$ cat src/rtl/udp_pkg.sv
// Shared definitions for the UDP user-side blocks: meta layout, FSM states, helpers.
package udp_pkg;

  localparam int unsigned IP_LSB    = 0;
  localparam int unsigned RPORT_LSB = 128;
  localparam int unsigned LPORT_LSB = 144;
  localparam int unsigned LEN_LSB   = 160;
  localparam int unsigned META_W    = 176;

  // Field order is MSB first, so len lands at [175:160] and ip at [127:0].
  typedef struct packed {
    logic [15:0]  len;
    logic [15:0]  lport;
    logic [15:0]  rport;
    logic [127:0] ip;
  } udp_meta_t;

  typedef enum logic [1:0] {
    ST_IDLE,
    ST_META,
    ST_DATA,
    ST_DROP
  } udp_state_t;

  function automatic logic [6:0] popcount64(input logic [63:0] v);
    logic [6:0] cnt;
    cnt = '0;
    for (int unsigned i = 0; i < 64; i++) begin
      cnt = cnt + {6'd0, v[i]};
    end
    return cnt;
  endfunction

endpackage

$ cat src/rtl/udp_echo_responder.sv
// Echoes each accepted UDP datagram back to its sender; drops empty, oversize
// or disabled traffic and keeps saturating status counters.
module udp_echo_responder
  import udp_pkg::*;
#(
  parameter int unsigned MAX_LEN = 1472
) (
  input  logic              axis_clk,
  input  logic              axis_rstn,
  input  logic              enable,

  input  logic              s_axis_rx_udp_meta_tvalid,
  output logic              s_axis_rx_udp_meta_tready,
  input  logic [META_W-1:0] s_axis_rx_udp_meta_tdata,

  input  logic              s_axis_rx_udp_data_tvalid,
  output logic              s_axis_rx_udp_data_tready,
  input  logic [511:0]      s_axis_rx_udp_data_tdata,
  input  logic [63:0]       s_axis_rx_udp_data_tkeep,
  input  logic              s_axis_rx_udp_data_tlast,

  output logic              m_axis_tx_udp_meta_tvalid,
  input  logic              m_axis_tx_udp_meta_tready,
  output logic [META_W-1:0] m_axis_tx_udp_meta_tdata,

  output logic              m_axis_tx_udp_data_tvalid,
  input  logic              m_axis_tx_udp_data_tready,
  output logic [511:0]      m_axis_tx_udp_data_tdata,
  output logic [63:0]       m_axis_tx_udp_data_tkeep,
  output logic              m_axis_tx_udp_data_tlast,

  output logic [31:0]       echo_count,
  output logic [31:0]       drop_count,
  output logic [31:0]       len_err_count
);

  udp_state_t state_q, state_d;
  udp_meta_t  meta_q;
  udp_meta_t  meta_in;
  logic [15:0] acc_q;
  logic [15:0] acc_sum;
  logic        rdy_q;
  logic        meta_hs;
  logic        rx_beat;
  logic        len_bad;

  assign meta_in  = udp_meta_t'(s_axis_rx_udp_meta_tdata);
  assign meta_hs  = s_axis_rx_udp_meta_tvalid && s_axis_rx_udp_meta_tready;
  assign rx_beat  = s_axis_rx_udp_data_tvalid && s_axis_rx_udp_data_tready;
  assign acc_sum  = acc_q + {9'd0, popcount64(s_axis_rx_udp_data_tkeep)};
  assign len_bad  = (32'(meta_in.len) > MAX_LEN) || !enable;

  assign m_axis_tx_udp_meta_tdata = meta_q;

  // Next-state decode and handshake/pass-through outputs.
  always_comb begin
    state_d                   = state_q;
    s_axis_rx_udp_meta_tready = 1'b0;
    s_axis_rx_udp_data_tready = 1'b0;
    m_axis_tx_udp_meta_tvalid = 1'b0;
    m_axis_tx_udp_data_tvalid = 1'b0;
    m_axis_tx_udp_data_tdata  = '0;
    m_axis_tx_udp_data_tkeep  = '0;
    m_axis_tx_udp_data_tlast  = 1'b0;
    unique case (state_q)
      ST_IDLE: begin
        // rdy_q keeps tready low until the cycle after reset is released.
        s_axis_rx_udp_meta_tready = rdy_q;
        if (meta_hs) begin
          if (meta_in.len == 16'd0) state_d = ST_IDLE;
          else if (len_bad)         state_d = ST_DROP;
          else                      state_d = ST_META;
        end
      end
      ST_META: begin
        m_axis_tx_udp_meta_tvalid = 1'b1;
        if (m_axis_tx_udp_meta_tready) state_d = ST_DATA;
      end
      ST_DATA: begin
        m_axis_tx_udp_data_tvalid = s_axis_rx_udp_data_tvalid;
        m_axis_tx_udp_data_tdata  = s_axis_rx_udp_data_tdata;
        m_axis_tx_udp_data_tkeep  = s_axis_rx_udp_data_tkeep;
        m_axis_tx_udp_data_tlast  = s_axis_rx_udp_data_tlast;
        s_axis_rx_udp_data_tready = m_axis_tx_udp_data_tready;
        if (rx_beat && s_axis_rx_udp_data_tlast) state_d = ST_IDLE;
      end
      ST_DROP: begin
        s_axis_rx_udp_data_tready = 1'b1;
        if (rx_beat && s_axis_rx_udp_data_tlast) state_d = ST_IDLE;
      end
      default: state_d = ST_IDLE;
    endcase
  end

  // State, meta register, byte accumulator and saturating counters.
  always_ff @(posedge axis_clk) begin
    if (!axis_rstn) begin
      state_q       <= ST_IDLE;
      meta_q        <= '0;
      acc_q         <= '0;
      rdy_q         <= 1'b0;
      echo_count    <= '0;
      drop_count    <= '0;
      len_err_count <= '0;
    end else begin
      state_q <= state_d;
      rdy_q   <= 1'b1;
      if (meta_hs) meta_q <= meta_in;

      if (state_q == ST_META && m_axis_tx_udp_meta_tready) acc_q <= '0;
      else if (state_q == ST_DATA && rx_beat)               acc_q <= acc_sum;

      if ((state_q == ST_IDLE && meta_hs && meta_in.len == 16'd0) ||
          (state_q == ST_DROP && rx_beat && s_axis_rx_udp_data_tlast)) begin
        if (drop_count != '1) drop_count <= drop_count + 32'd1;
      end

      if (state_q == ST_DATA && rx_beat && s_axis_rx_udp_data_tlast) begin
        if (echo_count != '1) echo_count <= echo_count + 32'd1;
        if (acc_sum != meta_q.len && len_err_count != '1)
          len_err_count <= len_err_count + 32'd1;
      end
    end
  end

endmodule

$ cat config.mk
export PLATFORM = sky130hd
export DESIGN_NAME = udp_echo_responder
export DESIGN_NICKNAME = d
export VERILOG_FILES = /design/src/rtl/udp_pkg.sv /design/src/rtl/udp_echo_responder.sv
export SDC_FILE = /design/constraint.sdc
export NUM_CORES = 1
export LEC_CHECK = 0
export CELL_PAD_IN_SITES_DETAIL_PLACEMENT = 1
export CELL_PAD_IN_SITES_GLOBAL_PLACEMENT = 1
export CORE_AREA = 2 2 627 629
export DETAILED_ROUTE_END_ITERATION = 16
export DIE_AREA = 0 0 629 631
export GPL_TIMING_DRIVEN = 1
export PLACE_DENSITY_LB_ADDON = 0.08
export SLEW_MARGIN = 20
export SYNTH_ARGS = -nofsm -noshare
export SYNTH_HDL_FRONTEND = slang
export SYNTH_SLANG_ARGS = --single-unit
export TNS_END_PERCENT = 30
$ cat constraint.sdc
create_clock -name axis_clk -period 10.44 [get_ports axis_clk]
set_clock_uncertainty 0.05 [all_clocks]
set_input_delay 2.61 -clock axis_clk [delete_from_list [all_inputs] [get_ports axis_clk]]
set_output_delay 2.61 -clock axis_clk [all_outputs]
set_load 0.01 [all_outputs]
==> run metrics <==
syn_nets 3180; FF-to-FF path depth 21; critical path class in2reg; area grow syn2layout 139.9%; Critical Path Start Type input port; count of clock tree sinks 291; clk root buf clkbuf_16; most frequent cells in the layout clkdlybuf4s50_1 (1610), and2_1 (594), nand2_1 (430); R2R Setup Slk 3.01 ns; clk slew on worst S/H paths 0.06 ns; PD cells 206.8 nW/µm²; Total GRT Usage 16.03%; Worst Hold Class reg2reg; Worst Path Required 10.92 ns; DR vias/cell 2.636; # hold bufs at CTS 0; Placed Instances 9050; CP endpoint len_err_count[4]; CTS H-tree lvls 2; Setup crit start s_axis_rx_udp_data_tkeep[37]; status finished, final reports clean; Final TNS setup 0 ns; Slew HR 18.04%; GPL Wtd Cong 0.9409; Avg Cell Area, Syn 7.606 µm²; Synth Instances 2334; DP HPWL 297600 µm; core area 390800 µm²; vias in the first global route 25370; DRT antenna net count 0; TritonRoute pass-1 iters 5; initial DRC count 976; drt wl/cell 35.53 µm; final wirelength 330700 µm; Port-buffer cells 1612; Setup Viol. Count Final 0; WP data arrival 10.70 ns; flops & latches, synth 291; mapped cell area 17750 µm²; post-synth cell types 61; fin nets 4733; DRC viols 0; reg2reg end len_err_count[4]; clock tree from TritonCTS built; Die ar. 396900 µm²; row count 230; clk_lat worst skew 0.66 ns; Slew Viols, Final 0; asr flop ratio synth 0%; total of max-cap violations 0; Max FO, Critical Path 6; Slew @ Worst Pin 1.226 ns; fmax 97.83 MHz; number of synthesized flops with an enable pin 0; largest net degree at the start of global routing 211; leak pwr 13.86 nW; Num CTS Buffers 49; initial antenna violation count 319; Seq/Total Area, Yosys 32.81%; Fillers 46170; Ports 1613; worst r2r src acc_q[0]; maximum VDD drop 0.0004869 V; final hold vios 0; Tcrit/Tclk final 97.91%; die width 629 µm; Crit. End Element register; fraction of layout cells with a size suffix above 1 4.050%; grt total ovfl 0; Die Y-Extent 631 µm; Initial Utilization 4.543%; Main synth FF type dfxtp_1; synth top area cells dfxtp_1 (33%), and2_1 (21%), nand2_1 (9.1%); Vias 24530; synth warn 0; total power 8.806 mW; Max Root-Sink Buffers 3; min Tclk post-route 10.22 ns; final std cells w/o fill 9308; most common cell after layout, fill and taps aside clkdlybuf4s50_1; share of the synthesized area in the top cell type 32.81%; largest area contributor in the synthesized netlist dfxtp_1; first-pass GRT wire length 389800 µm
## per-layer routing
layer  part of all wire, %  vias to the layer above  GRT usage, %  routed length (µm)
li1                      -                    10800             -                   -
met1                    28                    11660         12.84               92490
met2                    60                     1366         35.12              197500
met3                   7.6                      616         5.238               25130
met4                   4.5                       94         4.825               14950
met5                  0.18                        -             0                 606
## metrics by stage
| step | hold slack, ns | area, µm² | setup slack (ns) | utilization [%] |
|---|---|---|---|---|
| 6_report | 0.4034 | 42590 | 0.2181 | 10.90 |
| 5_1_grt | 0.4240 | 42420 | -0.0007994 | 10.86 |
| 4_1_cts | 0.4086 | 41990 | 0.02574 | 10.74 |
| 3_5_place_dp | 0.3979 | 40190 | -0.6991 | 10.29 |
| 3_3_place_gp | 0.3926 | 40190 | -0.7169 | 10.29 |
| 2_1_floorplan | 0.3862 | 17750 | 0.6956 | - |
## cells in the mapped netlist (16+ instances only)
| cell type | n |
|---|---|
| nand2_1 | 431 |
| nor2_1 | 90 |
| and3_1 | 19 |
| xnor2_1 | 41 |
| nand3_1 | 47 |
| ha_1 | 30 |
| a21oi_1 | 219 |
| nand2b_1 | 17 |
| fa_1 | 56 |
| dfxtp_1 | 291 |
| xor2_1 | 45 |
| clkbuf_1 | 143 |
| inv_1 | 97 |
| and2_1 | 595 |
| nand4_1 | 32 |
| or3_1 | 16 |
## repair_timing
action / 4_1_cts / 5_1_grt
setup buffers: 0 / 1
cloned: 1 / 4
resized for setup: 3 / 21
pin swaps: 0 / 17
endpoints found under the setup margin: 21 / 30
## flip-flops by register name, summed over array words and instances, names as in the netlist
name / count
rdy_q: 1
echo_count: 32
state_q: 2
acc_q: 16
len_err_count: 32
m_axis_tx_udp_meta_tdata: 176
drop_count: 32
## logic make-up after synthesis
family | Yosys count | synth area share [%]
flops | 291 | 32.81
compound gates | 283 | 8.767
fa+ha+maj | 86 | 8.429
simple gates | 1316 | 38.97
buf+inv | 255 | 5.673
xor+xnor | 88 | 4.496
mux | 15 | 0.8527
## worst max-delay path, stage by stage
cell	delay [ns]
clkdlybuf4s50_1	0.47
inv_1	0.08
fa_1	0.53
inv_1	0.07
fa_1	0.51
inv_1	0.06
fa_2	0.61
fa_1	0.44
fa_1	0.59
fa_1	0.45
fa_1	0.57
fa_1	0.46
fa_2	0.40
fa_2	0.58
xnor2_1	0.08
a211o_1	0.25
a211oi_2	0.17
o2111ai_1	0.15
or4_4	0.47
nor4_4	0.16
buf_4	0.17
and3_4	0.35
clkbuf_16	0.22
nor3_1	0.06
mux2i_1	0.16
## where the power goes
group / leakage, nW / internal [mW] / switching [mW]
logic: 10.6 / 2.63 / 3.11
registers: 2.36 / 1.15 / 0.0267
clock network: 0.852 / 1.16 / 0.729
total: 13.9 / 4.94 / 3.87
## final cells by class
| class | count | area (µm²) | area share (%) |
|---|---|---|---|
| clock buffers | 75 | 1466 | 3.443 |
| multi-input cells | 1788 | 11060 | 25.97 |
| clock inverters | 15 | 291.5 | 0.6845 |
| diodes | 162 | 405.4 | 0.9518 |
| inverters | 98 | 375.4 | 0.8813 |
| well taps | 5220 | 6531 | 15.33 |
| repair buffers | 1659 | 16640 | 39.06 |
| flip-flops and latches | 291 | 5826 | 13.68 |
## worst min path at each step
| stage | startpoint | to | depth (start not counted) |
|---|---|---|---|
| 4_1_cts | m_axis_tx_udp_meta_tdata[140] | m_axis_tx_udp_meta_tdata[140] | 2 |
| 3_3_place_gp | m_axis_tx_udp_meta_tdata[57] | m_axis_tx_udp_meta_tdata[57] | 2 |
| 6_report | m_axis_tx_udp_meta_tdata[142] | m_axis_tx_udp_meta_tdata[142] | 2 |
| 2_1_floorplan | acc_q[5] | acc_q[5] | 2 |
| 3_5_place_dp | m_axis_tx_udp_meta_tdata[115] | m_axis_tx_udp_meta_tdata[115] | 2 |
| 5_1_grt | m_axis_tx_udp_meta_tdata[113] | m_axis_tx_udp_meta_tdata[113] | 2 |
Note: power is estimated with default switching activity, not from simulation.
